File: src/rtl/alu_issue_stage_pkg.sv
`default_nettype none
// ============================================================================
//  Module   : alu_issue_stage_pkg
//  Purpose  : Shared constants and ALU operation encodings for the ALU issue
//             stage and its forwarding mux.
//  Contents : XLEN, REG_AW, alu_ctrl_e, is_x0()
//  Revision : 1.0  initial release
// ============================================================================
package alu_issue_stage_pkg;

  localparam int XLEN   = 32;
  localparam int REG_AW = 5;

  typedef enum logic [3:0] {
    ALU_ADD  = 4'b0000,
    ALU_SUB  = 4'b0001,
    ALU_AND  = 4'b0010,
    ALU_OR   = 4'b0011,
    ALU_XOR  = 4'b0100,
    ALU_SLL  = 4'b0101,
    ALU_SRL  = 4'b0110,
    ALU_SRA  = 4'b0111,
    ALU_SLT  = 4'b1000,
    ALU_SLTU = 4'b1001
  } alu_ctrl_e;

  // x0 is hardwired to zero and is never a real forwarding target.
  function automatic logic is_x0(input logic [REG_AW-1:0] addr);
    return addr == '0;
  endfunction

endpackage
`default_nettype wire

File: src/rtl/alu_issue_stage_operand_forward_mux.sv
`default_nettype none
// ============================================================================
//  Module   : operand_forward_mux
//  Purpose  : Combinational operand bypass selection for one source register.
//  Ports    : addr_i        source register index
//             rf_data_i     register-file read data
//             exm_wen_i/exm_rd_i/exm_data_i/exm_is_load_i  EX/MEM source
//             wb_wen_i/wb_rd_i/wb_data_i                   MEM/WB source
//             data_o        forwarded operand value
//  Revision : 1.0  initial release
// ============================================================================
module operand_forward_mux
  import alu_issue_stage_pkg::*;
(
  input  logic [REG_AW-1:0] addr_i,
  input  logic [XLEN-1:0]   rf_data_i,
  input  logic              exm_wen_i,
  input  logic [REG_AW-1:0] exm_rd_i,
  input  logic [XLEN-1:0]   exm_data_i,
  input  logic              exm_is_load_i,
  input  logic              wb_wen_i,
  input  logic [REG_AW-1:0] wb_rd_i,
  input  logic [XLEN-1:0]   wb_data_i,
  output logic [XLEN-1:0]   data_o
);

  // A load in EX/MEM has no data yet; it is never a bypass source here.
  // The issue stage stalls on that case instead.
  always_comb begin
    data_o = rf_data_i;
    if (is_x0(addr_i)) begin
      data_o = '0;
    end else if (exm_wen_i && (exm_rd_i == addr_i) && !exm_is_load_i) begin
      data_o = exm_data_i;
    end else if (wb_wen_i && (wb_rd_i == addr_i)) begin
      data_o = wb_data_i;
    end
  end

endmodule
`default_nettype wire

File: src/rtl/alu_issue_stage.sv
`default_nettype none
// ============================================================================
//  Module   : alu_issue_stage
//  Purpose  : Single-entry operand pipeline register between decode and the
//             ALU, with operand forwarding, load-use stall and flush.
//  Ports    : clk, reset                  clock, sync active-high reset
//             in_valid/in_ready           decode handshake
//             in_rs1/rs2_addr, _data      source indices and RF data
//             in_imm, in_use_imm          immediate and op2 select
//             in_alu_ctrl, in_rd          operation and destination
//             exm_*, wb_*                 forwarding sources
//             flush                       kill held and incoming instruction
//             out_valid/out_ready         execute handshake
//             out_op1/op2/alu_ctrl/rd     registered payload
//  Revision : 1.0  initial release
// ============================================================================
module alu_issue_stage
  import alu_issue_stage_pkg::*;
(
  input  logic                clk,
  input  logic                reset,
  input  logic                in_valid,
  output logic                in_ready,
  input  logic [REG_AW-1:0]   in_rs1_addr,
  input  logic [REG_AW-1:0]   in_rs2_addr,
  input  logic [XLEN-1:0]     in_rs1_data,
  input  logic [XLEN-1:0]     in_rs2_data,
  input  logic [XLEN-1:0]     in_imm,
  input  logic                in_use_imm,
  input  logic [3:0]          in_alu_ctrl,
  input  logic [REG_AW-1:0]   in_rd,
  input  logic                exm_wen,
  input  logic [REG_AW-1:0]   exm_rd,
  input  logic [XLEN-1:0]     exm_data,
  input  logic                exm_is_load,
  input  logic                wb_wen,
  input  logic [REG_AW-1:0]   wb_rd,
  input  logic [XLEN-1:0]     wb_data,
  input  logic                flush,
  output logic                out_valid,
  input  logic                out_ready,
  output logic [XLEN-1:0]     out_op1,
  output logic [XLEN-1:0]     out_op2,
  output logic [3:0]          out_alu_ctrl,
  output logic [REG_AW-1:0]   out_rd
);

  logic [XLEN-1:0]   fwd_rs1_w;
  logic [XLEN-1:0]   fwd_rs2_w;
  logic              stall_w;
  logic              accept_w;

  logic              valid_q,    valid_d;
  logic [XLEN-1:0]   op1_q,      op1_d;
  logic [XLEN-1:0]   op2_q,      op2_d;
  logic [3:0]        alu_ctrl_q, alu_ctrl_d;
  logic [REG_AW-1:0] rd_q,       rd_d;

  operand_forward_mux u_fwd_rs1 (
    .addr_i        (in_rs1_addr),
    .rf_data_i     (in_rs1_data),
    .exm_wen_i     (exm_wen),
    .exm_rd_i      (exm_rd),
    .exm_data_i    (exm_data),
    .exm_is_load_i (exm_is_load),
    .wb_wen_i      (wb_wen),
    .wb_rd_i       (wb_rd),
    .wb_data_i     (wb_data),
    .data_o        (fwd_rs1_w)
  );

  operand_forward_mux u_fwd_rs2 (
    .addr_i        (in_rs2_addr),
    .rf_data_i     (in_rs2_data),
    .exm_wen_i     (exm_wen),
    .exm_rd_i      (exm_rd),
    .exm_data_i    (exm_data),
    .exm_is_load_i (exm_is_load),
    .wb_wen_i      (wb_wen),
    .wb_rd_i       (wb_rd),
    .wb_data_i     (wb_data),
    .data_o        (fwd_rs2_w)
  );

  // Load-use hazard: the load result is not available until it reaches WB.
  // rs2 only matters when op2 actually comes from the register file.
  assign stall_w = in_valid && exm_wen && exm_is_load && !is_x0(exm_rd) &&
                   ((exm_rd == in_rs1_addr) ||
                    (!in_use_imm && (exm_rd == in_rs2_addr)));

  assign in_ready = (!valid_q || out_ready) && !stall_w && !flush;
  assign accept_w = in_valid && in_ready;

  always_comb begin
    valid_d    = valid_q;
    op1_d      = op1_q;
    op2_d      = op2_q;
    alu_ctrl_d = alu_ctrl_q;
    rd_d       = rd_q;
    if (flush) begin
      valid_d = 1'b0;
    end else if (accept_w) begin
      valid_d    = 1'b1;
      op1_d      = fwd_rs1_w;
      op2_d      = in_use_imm ? in_imm : fwd_rs2_w;
      alu_ctrl_d = in_alu_ctrl;
      rd_d       = in_rd;
    end else if (out_ready) begin
      valid_d = 1'b0;
    end
  end

  always_ff @(posedge clk) begin
    if (reset) begin
      valid_q    <= 1'b0;
      op1_q      <= '0;
      op2_q      <= '0;
      alu_ctrl_q <= ALU_ADD;
      rd_q       <= '0;
    end else begin
      valid_q    <= valid_d;
      op1_q      <= op1_d;
      op2_q      <= op2_d;
      alu_ctrl_q <= alu_ctrl_d;
      rd_q       <= rd_d;
    end
  end

  assign out_valid    = valid_q;
  assign out_op1      = op1_q;
  assign out_op2      = op2_q;
  assign out_alu_ctrl = alu_ctrl_q;
  assign out_rd       = rd_q;

endmodule
`default_nettype wire

File: config.mk
export PLATFORM = sky130hd
export DESIGN_NAME = alu_issue_stage
export DESIGN_NICKNAME = d
export VERILOG_FILES = /design/src/rtl/alu_issue_stage_pkg.sv /design/src/rtl/alu_issue_stage_operand_forward_mux.sv /design/src/rtl/alu_issue_stage.sv
export SDC_FILE = /design/constraint.sdc
export NUM_CORES = 1
export LEC_CHECK = 0
export CORE_AREA = 4 4 118 120
export CTS_CLUSTER_DIAMETER = 50
export DETAILED_ROUTE_END_ITERATION = 8
export DIE_AREA = 0 0 122 124
export GPL_TIMING_DRIVEN = 0
export HOLD_SLACK_MARGIN = 0.03
export PLACE_DENSITY_LB_ADDON = 0.25
export SYNTH_ARGS = -nofsm -noshare
export SYNTH_HDL_FRONTEND = slang
export SYNTH_SLANG_ARGS = --single-unit
File: constraint.sdc
create_clock -name clk -period 1.8 [get_ports clk]
set_clock_uncertainty 0.15 [all_clocks]
set_input_delay 0.18 -clock clk [delete_from_list [all_inputs] [get_ports clk]]
set_output_delay 0.18 -clock clk [all_outputs]
set_load 0.02 [all_outputs]
* Word-level counts from Yosys, hierarchy flattened *
Cells that the tools add are included.

operators by class
  bitwise operators = 1
  reductions and logical operators = 28
  equality and inequality tests = 4
  muxes and demuxes = 9

operator list
  kind                 number
  32-bit 2-to-1 mux    7
  5-bit == test        4
  5-bit zero test      3
  1-bit logical AND    14
  1-bit zero test      6
  1-bit logical OR     2
  1-bit 2-to-1 mux     2
  2-bit AND reduction  1
  2-bit nonzero test   1
  2-bit OR reduction   1
  1-bit inverter       1

storage, ports and cells
  logic and storage cells = 47
  input bits = 198
  output and inout bits = 75
  flip-flop bits (word level) = 74

* Longest topological paths before layout *
Gate-level depths: netlist (run 1).

  depth after elaboration = 9
  depth in mapped cells = 8
  depth with buffers taken out = 6

* Hierarchy *
Synthesis (run 1) repeated with hierarchy kept, for this count alone.

second synthesis, totals
  cell total of the unflattened synthesis = 806
  area, all modules = 6691.4 um^2

modules (own cells, without submodules)
  module               instances  cells an instance  seq. area each (um^2)  area each (um^2)
  alu_issue_stage      1          454                1481.4                 4149.0
  operand_forward_mux  2          176                0.0                    1271.2

* Worst setup path before layout (run 1) *
Ideal clock, no wire load.

  path kind = input -> register
  from = input in_rs1_addr[1]
  to = register op1_q[22] (netlist: out_op1[22])
  slack = 8 ps
  path buffers = 2
  data required time = 1533 ps
  setup time = 117 ps
  cell stages on the path = 8
  arrival time = 1525 ps
  cell sequence = xnor2_1 > nand3_1 > or4_1 > buf_2 > clkbuf_1 > nor2_1 > a31oi_1 > a22o_1

between the ends
  cells in the longest elaborated chain, start to end = 8
  elaborated cells on any way between the ends = 16
  those cells by class = eq/ne (2); mux (3); reduce/logical (11)

ends and longest elaborated chain
  item                             line                                                              text
  start: declaration               alu_issue_stage.sv:24                                             input logic [REG_AW-1:0] in_rs1_addr,
  5-bit == test                    alu_issue_stage_operand_forward_mux.sv:33, alu_issue_stage.sv:88
  1-bit logical OR                 alu_issue_stage.sv:88                                             ((exm_rd == in_rs1_addr) ||
  1-bit logical AND                alu_issue_stage.sv:87                                             assign stall_w = in_valid && exm_wen && exm_is_load && !is_x0(exm_rd) &&
  1-bit zero test                  alu_issue_stage.sv:91                                             assign in_ready = (!valid_q || out_ready) && !stall_w && !flush;
  1-bit logical AND (2 in series)  alu_issue_stage.sv:91
  1-bit logical AND                alu_issue_stage.sv:92                                             assign accept_w = in_valid && in_ready;
  2-bit AND reduction (no line)    n/a
  end signal: assignment           alu_issue_stage.sv:122                                            op1_q <= op1_d;
  end: declaration                 alu_issue_stage.sv:54                                             logic [XLEN-1:0] op1_q, op1_d;

Parallel ways exist; a longest one is shown, timed or not.
A chain may end at the register's enable or synchronous reset.

* Worst setup path in the final report (run 1) *
  from = input exm_rd[1]
  to = register op2_q[21] (netlist: out_op2[21])

between the ends
  cells in the longest elaborated chain, start to end = 9
  elaborated cells on any way between the ends = 18
  those cells by class = eq/ne (2); mux (3); reduce/logical (13)

ends and longest elaborated chain
  item                                                   line                                                                                         text
  start: declaration                                     alu_issue_stage.sv:33                                                                        input logic [REG_AW-1:0] exm_rd,
  5-bit == test or 5-bit zero test (tied branches)       alu_issue_stage_operand_forward_mux.sv:33, alu_issue_stage.sv:89, alu_issue_stage_pkg.sv:29
  1-bit logical AND or 1-bit zero test (tied branches)   alu_issue_stage.sv:89, alu_issue_stage.sv:87
  1-bit logical OR or 1-bit logical AND (tied branches)  alu_issue_stage.sv:88, alu_issue_stage.sv:87
  1-bit logical AND                                      alu_issue_stage.sv:87
  1-bit zero test                                        alu_issue_stage.sv:91
  1-bit logical AND (2 in series)                        alu_issue_stage.sv:91
  1-bit logical AND                                      alu_issue_stage.sv:92
  2-bit AND reduction (no line)                          n/a
  end signal: assignment                                 alu_issue_stage.sv:123                                                                       op2_q <= op2_d;
  end: declaration                                       alu_issue_stage.sv:55                                                                        logic [XLEN-1:0] op2_q, op2_d;

Parallel ways exist; a longest one is shown, timed or not.

==> results of run 1 <==
critical path: stages:
cell,delay [ns]
sky130_fd_sc_hd__buf_12,0.11
sky130_fd_sc_hd__or4_4,0.54
sky130_fd_sc_hd__o211ai_4,0.26
sky130_fd_sc_hd__o21a_4,0.22
sky130_fd_sc_hd__buf_12,0.15
sky130_fd_sc_hd__buf_8,0.13
sky130_fd_sc_hd__nor2_1,0.05
sky130_fd_sc_hd__a311oi_1,0.25
where the power goes:
part	internal, mW	switching [mW]
Clock	1.40	0.726
Sequential	1.74	0.0549
Combinational	0.891	0.699
synth_stat cells:
| master | instances | area share |
|---|---|---|
| sky130_fd_sc_hd__nor2b_1 | 29 | 0.042 |
| sky130_fd_sc_hd__o32a_1 | 1 | 0.0023 |
| sky130_fd_sc_hd__inv_1 | 1 | 0.00087 |
| sky130_fd_sc_hd__a22o_1 | 32 | 0.065 |
| sky130_fd_sc_hd__nor4_1 | 2 | 0.0029 |
| sky130_fd_sc_hd__nor3_2 | 1 | 0.0023 |
| sky130_fd_sc_hd__nor2_2 | 2 | 0.0029 |
| sky130_fd_sc_hd__buf_2 | 20 | 0.023 |
| sky130_fd_sc_hd__o221ai_1 | 28 | 0.057 |
| sky130_fd_sc_hd__a31oi_1 | 32 | 0.046 |
| sky130_fd_sc_hd__dfxtp_1 | 74 | 0.34 |
| sky130_fd_sc_hd__a211oi_1 | 1 | 0.0017 |
| sky130_fd_sc_hd__a21oi_1 | 10 | 0.012 |
| sky130_fd_sc_hd__o21a_2 | 1 | 0.0020 |
| sky130_fd_sc_hd__clkbuf_1 | 28 | 0.024 |
| sky130_fd_sc_hd__buf_4 | 2 | 0.0035 |
| sky130_fd_sc_hd__nand4b_1 | 1 | 0.0020 |
| sky130_fd_sc_hd__xnor2_1 | 12 | 0.024 |
| sky130_fd_sc_hd__or4_1 | 3 | 0.0052 |
| sky130_fd_sc_hd__a311oi_1 | 32 | 0.065 |
| sky130_fd_sc_hd__and3_1 | 2 | 0.0029 |
| sky130_fd_sc_hd__or2_2 | 1 | 0.0014 |
| sky130_fd_sc_hd__xor2_1 | 8 | 0.016 |
| sky130_fd_sc_hd__nand2_1 | 116 | 0.10 |
| sky130_fd_sc_hd__o21ai_1 | 1 | 0.0012 |
| sky130_fd_sc_hd__nor3_1 | 1 | 0.0012 |
| sky130_fd_sc_hd__nor2_1 | 67 | 0.058 |
| sky130_fd_sc_hd__nand2b_1 | 1 | 0.0014 |
| sky130_fd_sc_hd__and2_1 | 1 | 0.0014 |
| sky130_fd_sc_hd__o21ai_0 | 4 | 0.0046 |
| sky130_fd_sc_hd__a21boi_0 | 1 | 0.0017 |
| sky130_fd_sc_hd__a21o_1 | 32 | 0.056 |
| sky130_fd_sc_hd__mux2i_1 | 4 | 0.0093 |
| sky130_fd_sc_hd__buf_6 | 4 | 0.010 |
| sky130_fd_sc_hd__o211ai_2 | 1 | 0.0029 |
| sky130_fd_sc_hd__nand3_1 | 3 | 0.0035 |
flip-flops by register name, indices dropped and copies added, names as in the netlist:
name	flops
out_valid	1
out_op2	32
out_rd	5
out_alu_ctrl	4
out_op1	32
logic make-up after synthesis:
family,Yosys count,share of synthesized area
AOI/OAI and AO/OA,176,0.3166
xor gates and xnor gates,20,0.04056
buffers and inverters,55,0.06228
DFF,74,0.3430
muxes,4,0.009270
and+or+nand+nor,230,0.2283
per-layer routing:
metal,up-vias,global-route usage,share of wire
met4,0,0.09384,0.026
met2,339,0.4817,0.51
met5,-,0,0
met1,2703,0.3128,0.37
li1,2652,-,-
met3,50,0.08356,0.096
timing repair:
action	4_1_cts	5_1_grt
gates cloned	4	5
hold endpoints to repair	0	0
gates resized for setup	195	117
setup endpoints to repair	75	74
pin swaps	31	47
setup buffers	9	9
final cells by class:
cell class / instances / area, um2
timing repair buffer: 297 / 3058
clock inverter: 6 / 112.6
inverter: 1 / 3.754
buffer: 52 / 519.2
multi-input combinational: 430 / 3094
clock buffer: 10 / 239.0
sequential: 74 / 1483
tap: 176 / 220.2
fill: 1039 / 4250
path summary, 6_finish.rpt:
| kind | start | to | slack (ns) | depth (start not counted) |
|---|---|---|---|---|
| max reg2reg | out_valid$_SDFFE_PP0P_ | out_op2[21]$_SDFFE_PP0P_ | 0.05 | 8 |
| max | exm_rd[1] | out_op2[21]$_SDFFE_PP0P_ | -0.01 | 8 |
| min reg2reg | out_alu_ctrl[1]$_SDFFE_PP0P_ | out_alu_ctrl[1]$_SDFFE_PP0P_ | 0.31 | 2 |
| min | in_use_imm | out_op2[30]$_SDFFE_PP0P_ | 0.21 | 3 |
==> run summary, run 1 <==
The DRC violation count after routing is 0. In the final routed layout, each cell accounts on average for 21.17 um. The number of cell rows is 42. In this run the vertical extent of the chip is 124 um. The number of storage elements in the synthesis netlist came out at 74. The H-tree level count is 3. The count of vias placed by the detailed router came out at 5744. The areal power density over the cells is 630.7 mW/mm2. The post-route clock period utilization came out at 1.008. Before CTS, the worst setup slack after placement is -1.101 ns. The tightest hold path in the finished design has a slack of 0.2075 ns. The sum of routed wire length over all layers came out at 22.15 mm.

The worst endpoint data arrival time came out at 1.90 ns. The post-synth design cell area is 0.004319 mm2. The top fanout value on the critical path came out at 10.

The count of mapped cells out of synthesis is 559. Measured along the x axis, the die boundary spans 122 um. The placed cell count is 1005. The first global-routing pass estimated 31.51 mm of wire. The effective utilization at floorplan came out at 0.3328.

The library cell used most frequently in the layout, excluding fill and tap cells, is sky130_fd_sc_hd__clkdlybuf4s50_1. Once layout is complete, the utilization of the core stands at 0.6725. The number of vias per cell after detailed routing is 5.491.

For this block, the initial DRC count from the detailed router was 454. The clock tree from TritonCTS is built. The number of inserted diodes is 0. The length of the first detailed-routing pass in iterations is 5. The finished layout cell area came out at 0.008730 mm2. The total chip power is 5.506 mW. The upper clock frequency limit came out at 0.5512 GHz.

The smallest clock period supported by the final layout is computed as 1.814 ns. The kind of end point of the critical path is a flop. The die area is 0.01513 mm2.

The placement-stage cell area came out at 0.007242 mm2. The root buffer cell chosen for the clock tree is sky130_fd_sc_hd__clkbuf_16. The synthesized net count is 757. The standby leakage power came out at 3.547 nW. The clock-pin slew on the worst setup and hold paths came out at 0.06 ns. The hold violation total from the final report came out at 0. The worst-case headroom to the max-slew limit came out at 0.4924. The type of the most critical hold path is input pin to flop. The weighted congestion at the end of routability-driven global placement came out at 0.8791. The aggregate global-route resource usage is 0.2726.

The layout overhead on the synthesized area is 102.1%. The library cells used most frequently in the layout, excluding fill and tap cells, are sky130_fd_sc_hd__clkdlybuf4s50_1, sky130_fd_sc_hd__nand2_1, sky130_fd_sc_hd__dfxtp_1. The overall overflow remaining after global route came out at 0.

The hold buffer count at CTS came out at 0. The number of antenna violations at the first check in global routing is 0. The checks that failed: negative setup slack. The net count of the finished layout is 1063. For the pin with the worst max-slew slack, the measured transition is 0.7614 ns.

Setup repair after global routing could not meet its margin everywhere. The flow ran to the end, but the final reports show violations. The number of max-cap violations is 0. The worst-case vdd ir drop is 0.5303 mV. The source-to-sink clock delay at the later pin of the worst-skew pair is 0.34 ns. For this run, the register share of the synthesized area comes to 0.3430.

The maximum clock path buffer count came out at 2. For the worst setup path, the data required time is 1.89 ns. The number of max-slew violations in the final report came out at 0. STA classifies the critical path startpoint as an input pin. Counting distinct cell types in the post-synthesis netlist gives 36. The post-route non-filler standard cell count came out at 1046. Setup violations remaining at the end of the flow were counted as 4.

The number of clock sinks came out at 74. The number of top-level design ports came out at 273. The clock buffer count from CTS is 9.

Buffers placed on the I/O ports in this run total 270. Of the cells placed in the final design, the portion with a size suffix greater than 1 is 0.2138. Setup total negative slack on the finished layout was measured at -0.02227 ns. Once detailed placement completed, the half-perimeter wirelength came to 16.11 mm. The total number of yosys warnings is 0. The worst setup path is of the input pin to flop kind. In the post-route analysis, the smallest setup slack over all paths is -0.01438 ns. The via count of the first global-routing pass is 5728.

The maximum number of pins on one net before global-route repair came out at 14. The region available for standard cell placement spans 0.01298 mm2. The number of nets with antenna violations after routing came out at 0.

The synthesized area per cell is 7.727 um2.
(Power assumes the default switching activity.)
==> run 2, diff against run 1 <==
CORE_AREA = 4 4 144 146   (was 4 4 118 120)
DIE_AREA = 0 0 148 150   (was 0 0 122 124)
SYNTH_HIERARCHICAL = 1   (was default)
==> run summary, run 2 <==
The cell-internal power came out at 4.195 mW (+4.2%). The maximum number of pins on one net before global-route repair came to 14 (unchanged). The final core area utilization came to 0.6124 (-0.06012). The hold buffer count at CTS is 0 (unchanged). The actual slew at the worst max-slew pin was 0.5873 ns (-0.1741 ns).

The first-iteration detailed-routing DRC count came out at 748 (+65%). The sum of routed wire length over all layers came out at 31.95 mm (+44%). The number of clock sinks came to 74 (unchanged). The number of top-level design ports was 273 (unchanged). The number of max-slew violations in the final report is 0 (unchanged). The hold violation total from the final report came to 0 (unchanged).

The cell chosen for the clock root is sky130_fd_sc_hd__clkbuf_16. The DRC violation count after routing came out at 0 (unchanged). The largest total area in the synthesized netlist belongs to sky130_fd_sc_hd__dfxtp_1. The weighted congestion at the end of routability-driven global placement is 0.9078 (+3.3%). The number of max-cap violations is 0 (unchanged). The post-synth design cell area came to 0.006691 mm2 (+55%). In the synthesized netlist the dominant register cell turns out to be sky130_fd_sc_hd__dfxtp_1.

The number of cell rows came out at 51 (+21%). The fraction of power consumed by the clock network is 0.324 (-0.061). Walking the worst path, the cells encountered are buf_8 -> buf_6 -> xnor2_2 -> nand4_1 -> or2_4 -> buf_4 -> buf_6 -> a311oi_4 -> mux2_4 -> a211oi_2 -> a211oi_1. The clock buffer count from CTS is 9 (unchanged). The number of inserted diodes is 0 (unchanged). The upper clock frequency limit is 0.5060 GHz (-8.2%). The overall overflow remaining after global route is 0 (unchanged). The placeable core region came out at 0.01940 mm2 (+49%).

The share of synthesized flip-flops with an asynchronous set or reset came out at 0 (unchanged). The sequential cell area fraction in the yosys report came out at 0.2214 (-0.1216). The critical path in this run is classified as input pin to flop. The worst-case vdd ir drop is 0.4398 mV (-17%). The largest individual stage delay along the critical path comes from the cell sky130_fd_sc_hd__or2_4. The effective utilization at floorplan was 0.3449 (+0.01219).

The routed length per instance is 22.81 um (+7.7%). The tightest hold margin came out at 0.06930 ns (-0.1382 ns). The chip height is 150 um (+21%).

The placed cell count is 1340 (+33%). The die area is 0.02220 mm2 (+47%). The count of mapped cells out of synthesis is 806 (+44%). The source-to-sink clock delay at the later pin of the worst-skew pair is 0.34 ns (about the same). The total area of multi-input combinational cells came out at 0.005572 mm2 (+80%). The worst setup path is launched from an input pin. The total half-perimeter wirelength after legalization and detailed placement is 24.15 mm (+50%). The worst setup margin is -0.1762 ns (-0.1619 ns).

The sequential power share is 0.290 (-0.036). The share of final-layout standard cells stronger than drive strength 1 is 0.3504 (+0.1366). The worst hold path belongs to the class input pin to flop. The total number of yosys warnings is 6 (+6). The synthesized net count came out at 1004 (+33%). The number of antenna violations at the first check in global routing is 0 (unchanged).

The finished layout cell area came to 0.01188 mm2 (+36%). The maximum clock path buffer count is 2 (unchanged). The flow ran to the end, but the final reports show violations. The length of the first detailed-routing pass in iterations is 6 (+1).

The post-route clock period utilization is 1.098 (+0.08993). The layout overhead on the synthesized area came out at 77.54%. The number of vias per cell after detailed routing came to 6.028 (+9.8%). The number of nets at the end of the flow is 1329 (+25%).

The fill cell instance count of the final layout is 1675 (+61%). The setup violation total in the final timing report is 56 (+52). The switching power came to 2.047 mW (+38%). By area the synthesized netlist is led by sky130_fd_sc_hd__dfxtp_1, sky130_fd_sc_hd__a311oi_2, sky130_fd_sc_hd__nand4_1, sky130_fd_sc_hd__a211oi_1, sky130_fd_sc_hd__mux2_2. The required arrival time at the worst endpoint came out at 1.92 ns (+0.03 ns). The worst-case headroom to the max-slew limit came out at 0.6085 (+0.1160).

The most numerous cell on the critical path is sky130_fd_sc_hd__buf_6. The logic gate share of total power came out at 0.386 (+0.097). The worst setup path is captured at a flop. Leaving out fill and tap cells, the most frequent cells in the layout are sky130_fd_sc_hd__clkdlybuf4s50_1, sky130_fd_sc_hd__dfxtp_1, sky130_fd_sc_hd__nand4_1. The checks that failed: negative setup slack. The aggregate global-route resource usage was 0.2676 (-0.004909).

The areal power density over the cells is 525.5 mW/mm2 (-17%). The number of nets with antenna violations after routing is 0 (unchanged). The minimum clock period came out at 1.976 ns (+0.1619 ns). The most frequently used cell type in the post-synthesis netlist is sky130_fd_sc_hd__clkbuf_1. The H-tree level count came out at 3 (unchanged). The library cell used most frequently in the layout, excluding fill and tap cells, is sky130_fd_sc_hd__clkdlybuf4s50_1. The first-pass GRT wire length was 46.06 mm (+46%). The biggest cell delay along the critical path came to 0.35 ns (-0.19 ns). The clock-pin slew on the worst setup and hold paths is 0.06 ns (about the same). The top fanout value on the critical path is 5 (-5).

The synthesized area per cell is 8.302 um2 (+7.4%). The placement-stage cell area was 0.009981 mm2 (+38%). The number of synthesized flops with an enable pin came out at 0 (unchanged). The number of storage elements in the synthesis netlist was 74 (unchanged). The via count of the first global-routing pass came out at 7948 (+39%).

The worst setup timing slack at the placement stage came out at -1.528 ns (-0.4268 ns). The post-route non-filler standard cell count is 1401 (+34%). The combined flip-flop and latch cell area came to 0.001481 mm2 (about the same). The count of input and output buffers was 269 (-0.37%). The count of distinct cell types in the synthesized netlist is 35 (-2.8%). The total chip power came to 6.242 mW (+13%).

TritonCTS built the clock tree. The standby leakage power came to 4.246 nW (+20%). Setup repair after global routing could not meet its margin everywhere.

The setup total negative slack was -2.737 ns (-2.714 ns). The floorplan die width is 148 um (+21%). Sorting the synthesized cells by how often they occur yields sky130_fd_sc_hd__clkbuf_1, sky130_fd_sc_hd__dfxtp_1, sky130_fd_sc_hd__nand4_1, sky130_fd_sc_hd__o21ai_0, sky130_fd_sc_hd__nor3_1. The switching power share of the total is 0.3279 (+0.05926). The worst endpoint data arrival time came out at 2.09 ns (+0.19 ns). The count of vias placed by the detailed router is 8445 (+47%). The top cell type's share of synthesized area is 0.2214 (-0.1216).
-- run 2: critical path, delay by kind of cell --
family                 cells  cell delay [ns]
buffers and inverters      4             0.50
multiplexers               1             0.22
AND/OR/NAND/NOR            2             0.53
AO/OA/AOI/OAI              3             0.54
XOR/XNOR                   1             0.12
-- run 2: kinds of logic (layout without fill, tap and decap cells) --
family                    after synthesis  count (layout)  synth area share
AOI/OAI and AO/OA                     282             282            0.3878
and+or+nand+nor                       234             234            0.1915
buffers and inverters                 154             484            0.1062
DFF                                    74              74            0.2214
muxes                                  32              32           0.05385
xor gates and xnor gates               30              30           0.03927
-- run 2: worst paths after layout --
| path | start | depth (start not counted) | endpoint | slack [ns] |
|---|---|---|---|---|
| worst max register to register | out_valid$_SDFFE_PP0P_ | 7 | out_op2[20]$_SDFFE_PP0P_ | 0.01 |
| worst min register to register | out_op2[26]$_SDFFE_PP0P_ | 2 | out_op2[26]$_SDFFE_PP0P_ | 0.31 |
| worst max-delay path | exm_rd[4] | 11 | out_op2[29]$_SDFFE_PP0P_ | -0.18 |
| worst min-delay path | reset | 2 | out_op2[31]$_SDFFE_PP0P_ | 0.07 |
-- run 2: timing repair --
item	4_1_cts	5_1_grt
gates resized for setup	257	174
pin swaps	43	47
endpoints found under the setup margin	75	74
cloned	3	0
setup buffers	31	14
-- run 2: final cells by class --
type                    count  share of cell area
inverters                  34             0.01074
flip-flops and latches     74              0.1247
multi-input cells         578              0.4690
clock inverters             6            0.007478
repair buffers            317              0.2656
plain buffers             117             0.07446
clock buffers              10             0.02012
well taps                 265             0.02791
-- run 2: metal layers --
layer | global-route usage | share of wire | wire (um)
met1 | 0.3467 | 0.40 | 12840
met4 | 0.1007 | 0.040 | 1289
met5 | 0 | 0 | 0
met3 | 0.06390 | 0.091 | 2896
met2 | 0.4330 | 0.47 | 14930
-- run 2: power by group through the flow --
stage	combinational (mW)	sequential, mW	clock (mW)
floorplan	0.916	1.96	0
global placement	2.02	1.84	0
detailed placement	2.03	1.84	0
CTS	2.24	1.81	2.05
global route	2.53	1.82	2.11
finish	2.41	1.81	2.02
==> run 3, diff against run 2 <==
PLACE_DENSITY_LB_ADDON = 0.12   (was 0.25)
==> run summary, run 3 (same netlist as run 2, synthesis figures left out) <==
The startpoint type of the worst setup path is an input pin. The number of max-cap violations is 0 (unchanged). The logic gate share of total power is 0.381 (-0.005). The minimum clock period is 1.946 ns (-0.02975 ns). The setup violation total in the final timing report is 31 (-45%). The upper clock frequency limit was 0.5137 GHz (+1.5%). The worst endpoint data arrival time was 2.05 ns (-0.04 ns).

The most numerous cell type found on the critical path is sky130_fd_sc_hd__buf_6. The number of clock sinks is 74 (unchanged). The number of top-level design ports is 273 (unchanged). The slowest cell on the critical path is sky130_fd_sc_hd__a311oi_2.

The number of buffers and inverters on the critical path was 5 (+1). The post-route clock period utilization came out at 1.081 (-0.01653). The number of antenna violations at the first check in global routing is 1 (+1). The first-iteration detailed-routing DRC count is 531 (-29%). The clock-pin slew on the worst setup and hold paths is 0.06 ns (about the same). The clock tree from TritonCTS is built. The sum of routed wire length over all layers is 30.24 mm (-5.4%). The actual slew at the worst max-slew pin is 0.6287 ns (+0.04142 ns). The top fanout value on the critical path is 6 (+1). The weighted congestion at the end of routability-driven global placement is 0.8975 (-1.1%).

The final core area utilization is 0.6140 (+0.001548). The critical path class is input pin to flop. The floorplan die width is 148 um (unchanged). The source-to-sink clock delay at the later pin of the worst-skew pair was 0.34 ns (about the same). The total half-perimeter wirelength after legalization and detailed placement came out at 23.38 mm (-3.2%). The switching power share of the total is 0.3191 (-0.008844). The placeable core region is 0.01940 mm2 (unchanged). The path class of the tightest hold or removal check is input pin to flop.

The final reports fail on negative setup slack. The biggest cell delay along the critical path is 0.36 ns (about the same). The hold buffer count at CTS is 0 (unchanged). The DRC violation count after routing came out at 0 (unchanged).

The finished layout cell area came out at 0.01191 mm2 (+0.25%). The count of input and output buffers came out at 269 (unchanged). The required arrival time at the worst endpoint is 1.90 ns (-0.02 ns). The worst-case headroom to the max-slew limit came out at 0.5808 (-0.02762). Among cell families on the critical path, the largest total delay comes from compound AO/OA/AOI/OAI gates. The length of the first detailed-routing pass in iterations is 5 (-1).

The number of nets with antenna violations after routing is 0 (unchanged). The via count of the first global-routing pass is 7727 (-2.8%). Setup repair after global routing could not meet its margin everywhere. The H-tree level count is 3 (unchanged).

The hold violation total from the final report came out at 0 (unchanged). The number of max-slew violations in the final report came out at 0 (unchanged). The aggregate global-route resource usage came to 0.2543 (-0.01331).

The first-pass GRT wire length is 44.23 mm (-4.0%). The flow ran to the end, but the final reports show violations. The clock buffer count from CTS is 9 (unchanged).

The maximum clock path buffer count is 2 (unchanged). The fraction of power consumed by the clock network came out at 0.332 (+0.008). The total chip power came out at 6.304 mW (+0.99%). The number of vias per cell after detailed routing is 5.758 (-4.5%).

The number of nets at the end of the flow is 1325 (-0.30%). The maximum number of pins on one net before global-route repair came to 13 (-1). The share of final-layout standard cells stronger than drive strength 1 came out at 0.3419 (-0.008479). The cell-internal power is 4.293 mW (+2.3%).

The count of vias placed by the detailed router is 8049 (-4.7%). The effective utilization at floorplan came out at 0.3449 (unchanged). The worst setup margin came out at -0.1465 ns (+0.02975 ns). The switching power is 2.012 mW (-1.7%). The areal power density over the cells came out at 529.3 mW/mm2 (+0.74%).

The sequential power share came out at 0.287 (-0.003). The layout overhead on the synthesized area came out at 77.99%. The worst-case vdd ir drop came to 0.4467 mV (+1.6%).

The critical path goes through buf_6 -> xnor2_2 -> and4_1 -> buf_6 -> buf_8 -> buf_6 -> buf_4 -> nand4_1 -> a311oi_2 -> mux2_4 -> a211oi_2 -> a211oi_1. The library cell used most frequently in the layout, excluding fill and tap cells, is sky130_fd_sc_hd__clkdlybuf4s50_1. The setup total negative slack was -2.330 ns (+0.4070 ns).

The chip height came out at 150 um (unchanged). The routed length per instance came out at 21.63 um (-5.2%). The number of cell rows is 51 (unchanged). The overall overflow remaining after global route is 0 (unchanged). The library cells used most frequently in the layout, excluding fill and tap cells, are sky130_fd_sc_hd__clkdlybuf4s50_1, sky130_fd_sc_hd__dfxtp_1, sky130_fd_sc_hd__nand4_1. The placement-stage cell area came to 0.009981 mm2 (unchanged). The root buffer cell chosen for the clock tree is sky130_fd_sc_hd__clkbuf_16. The die area is 0.02220 mm2 (unchanged). The standby leakage power is 4.347 nW (+2.4%). The worst setup path is captured at a flop.
## run 3: timing repair
item	4_1_cts	5_1_grt
setup buffers	27	13
endpoints found under the setup margin	75	74
gates resized for setup	272	188
gates cloned	3	3
pin swaps	52	68
## run 3: through the flow
step / setup WS [ns] / instances / hold WS [ns]
after global placement: -1.428 / 1340 / 0.2945
after detailed placement: -1.429 / 1340 / 0.2954
after floorplan: -0.04341 / 806 / 0.1085
final: -0.1465 / 1398 / 0.1972
after global routing: -0.2322 / 1398 / 0.2596
after CTS: -0.1686 / 1384 / 0.2028
## run 3: final timing paths
kind                           startpoint                  endpoint  slack, ns  depth (start not counted)
setup / recovery                 wb_rd[1]  out_op2[15]$_SDFFE_PP0P_      -0.15                         12
hold reg to reg   out_op2[6]$_SDFFE_PP0P_   out_op2[6]$_SDFFE_PP0P_       0.31                          2
setup reg to reg   out_valid$_SDFFE_PP0P_  out_op2[10]$_SDFFE_PP0P_       0.05                          7
hold / removal                      reset   out_op2[0]$_SDFFE_PP0P_       0.20                          2
## run 3: area by class of cell
| type | instances | area, um2 |
|---|---|---|
| Multi-Input combinational cell | 578 | 5570 |
| Sequential cell | 74 | 1481 |
| Timing Repair Buffer | 314 | 3153 |
| Antenna cell | 1 | 2.502 |
| Tap cell | 265 | 331.6 |
| Buffer | 116 | 904.6 |
| Clock buffer | 13 | 270.3 |
| Clock inverter | 3 | 68.82 |
| Fill cell | 1690 | 7488 |
| Inverter | 34 | 127.6 |
## run 3: routing by layer
layer	GRT usage	wire length (um)
met5	0	0
met4	0.07806	800
met3	0.05360	2244
met2	0.4101	14250
met1	0.3420	12940
## run 3: worst reg2reg max path, stage by stage, from the launching register on
cell                       delay (ns)
sky130_fd_sc_hd__dfxtp_1         0.31
sky130_fd_sc_hd__nand2b_1        0.11
sky130_fd_sc_hd__nand2b_1        0.15
sky130_fd_sc_hd__nor2_4          0.26
sky130_fd_sc_hd__o21ai_4         0.11
sky130_fd_sc_hd__buf_12          0.15
sky130_fd_sc_hd__buf_4           0.18
sky130_fd_sc_hd__a211oi_1        0.25
## run 3: power groups by stage
stage          combinational (mW)  clock [mW]  sequential [mW]
4_1_cts                      2.22        2.13             1.81
2_1_floorplan               0.916           0             1.96
3_5_place_dp                 2.00           0             1.84
6_report                     2.40        2.09             1.81
3_3_place_gp                 1.99           0             1.84
5_1_grt                      2.54        2.19             1.82
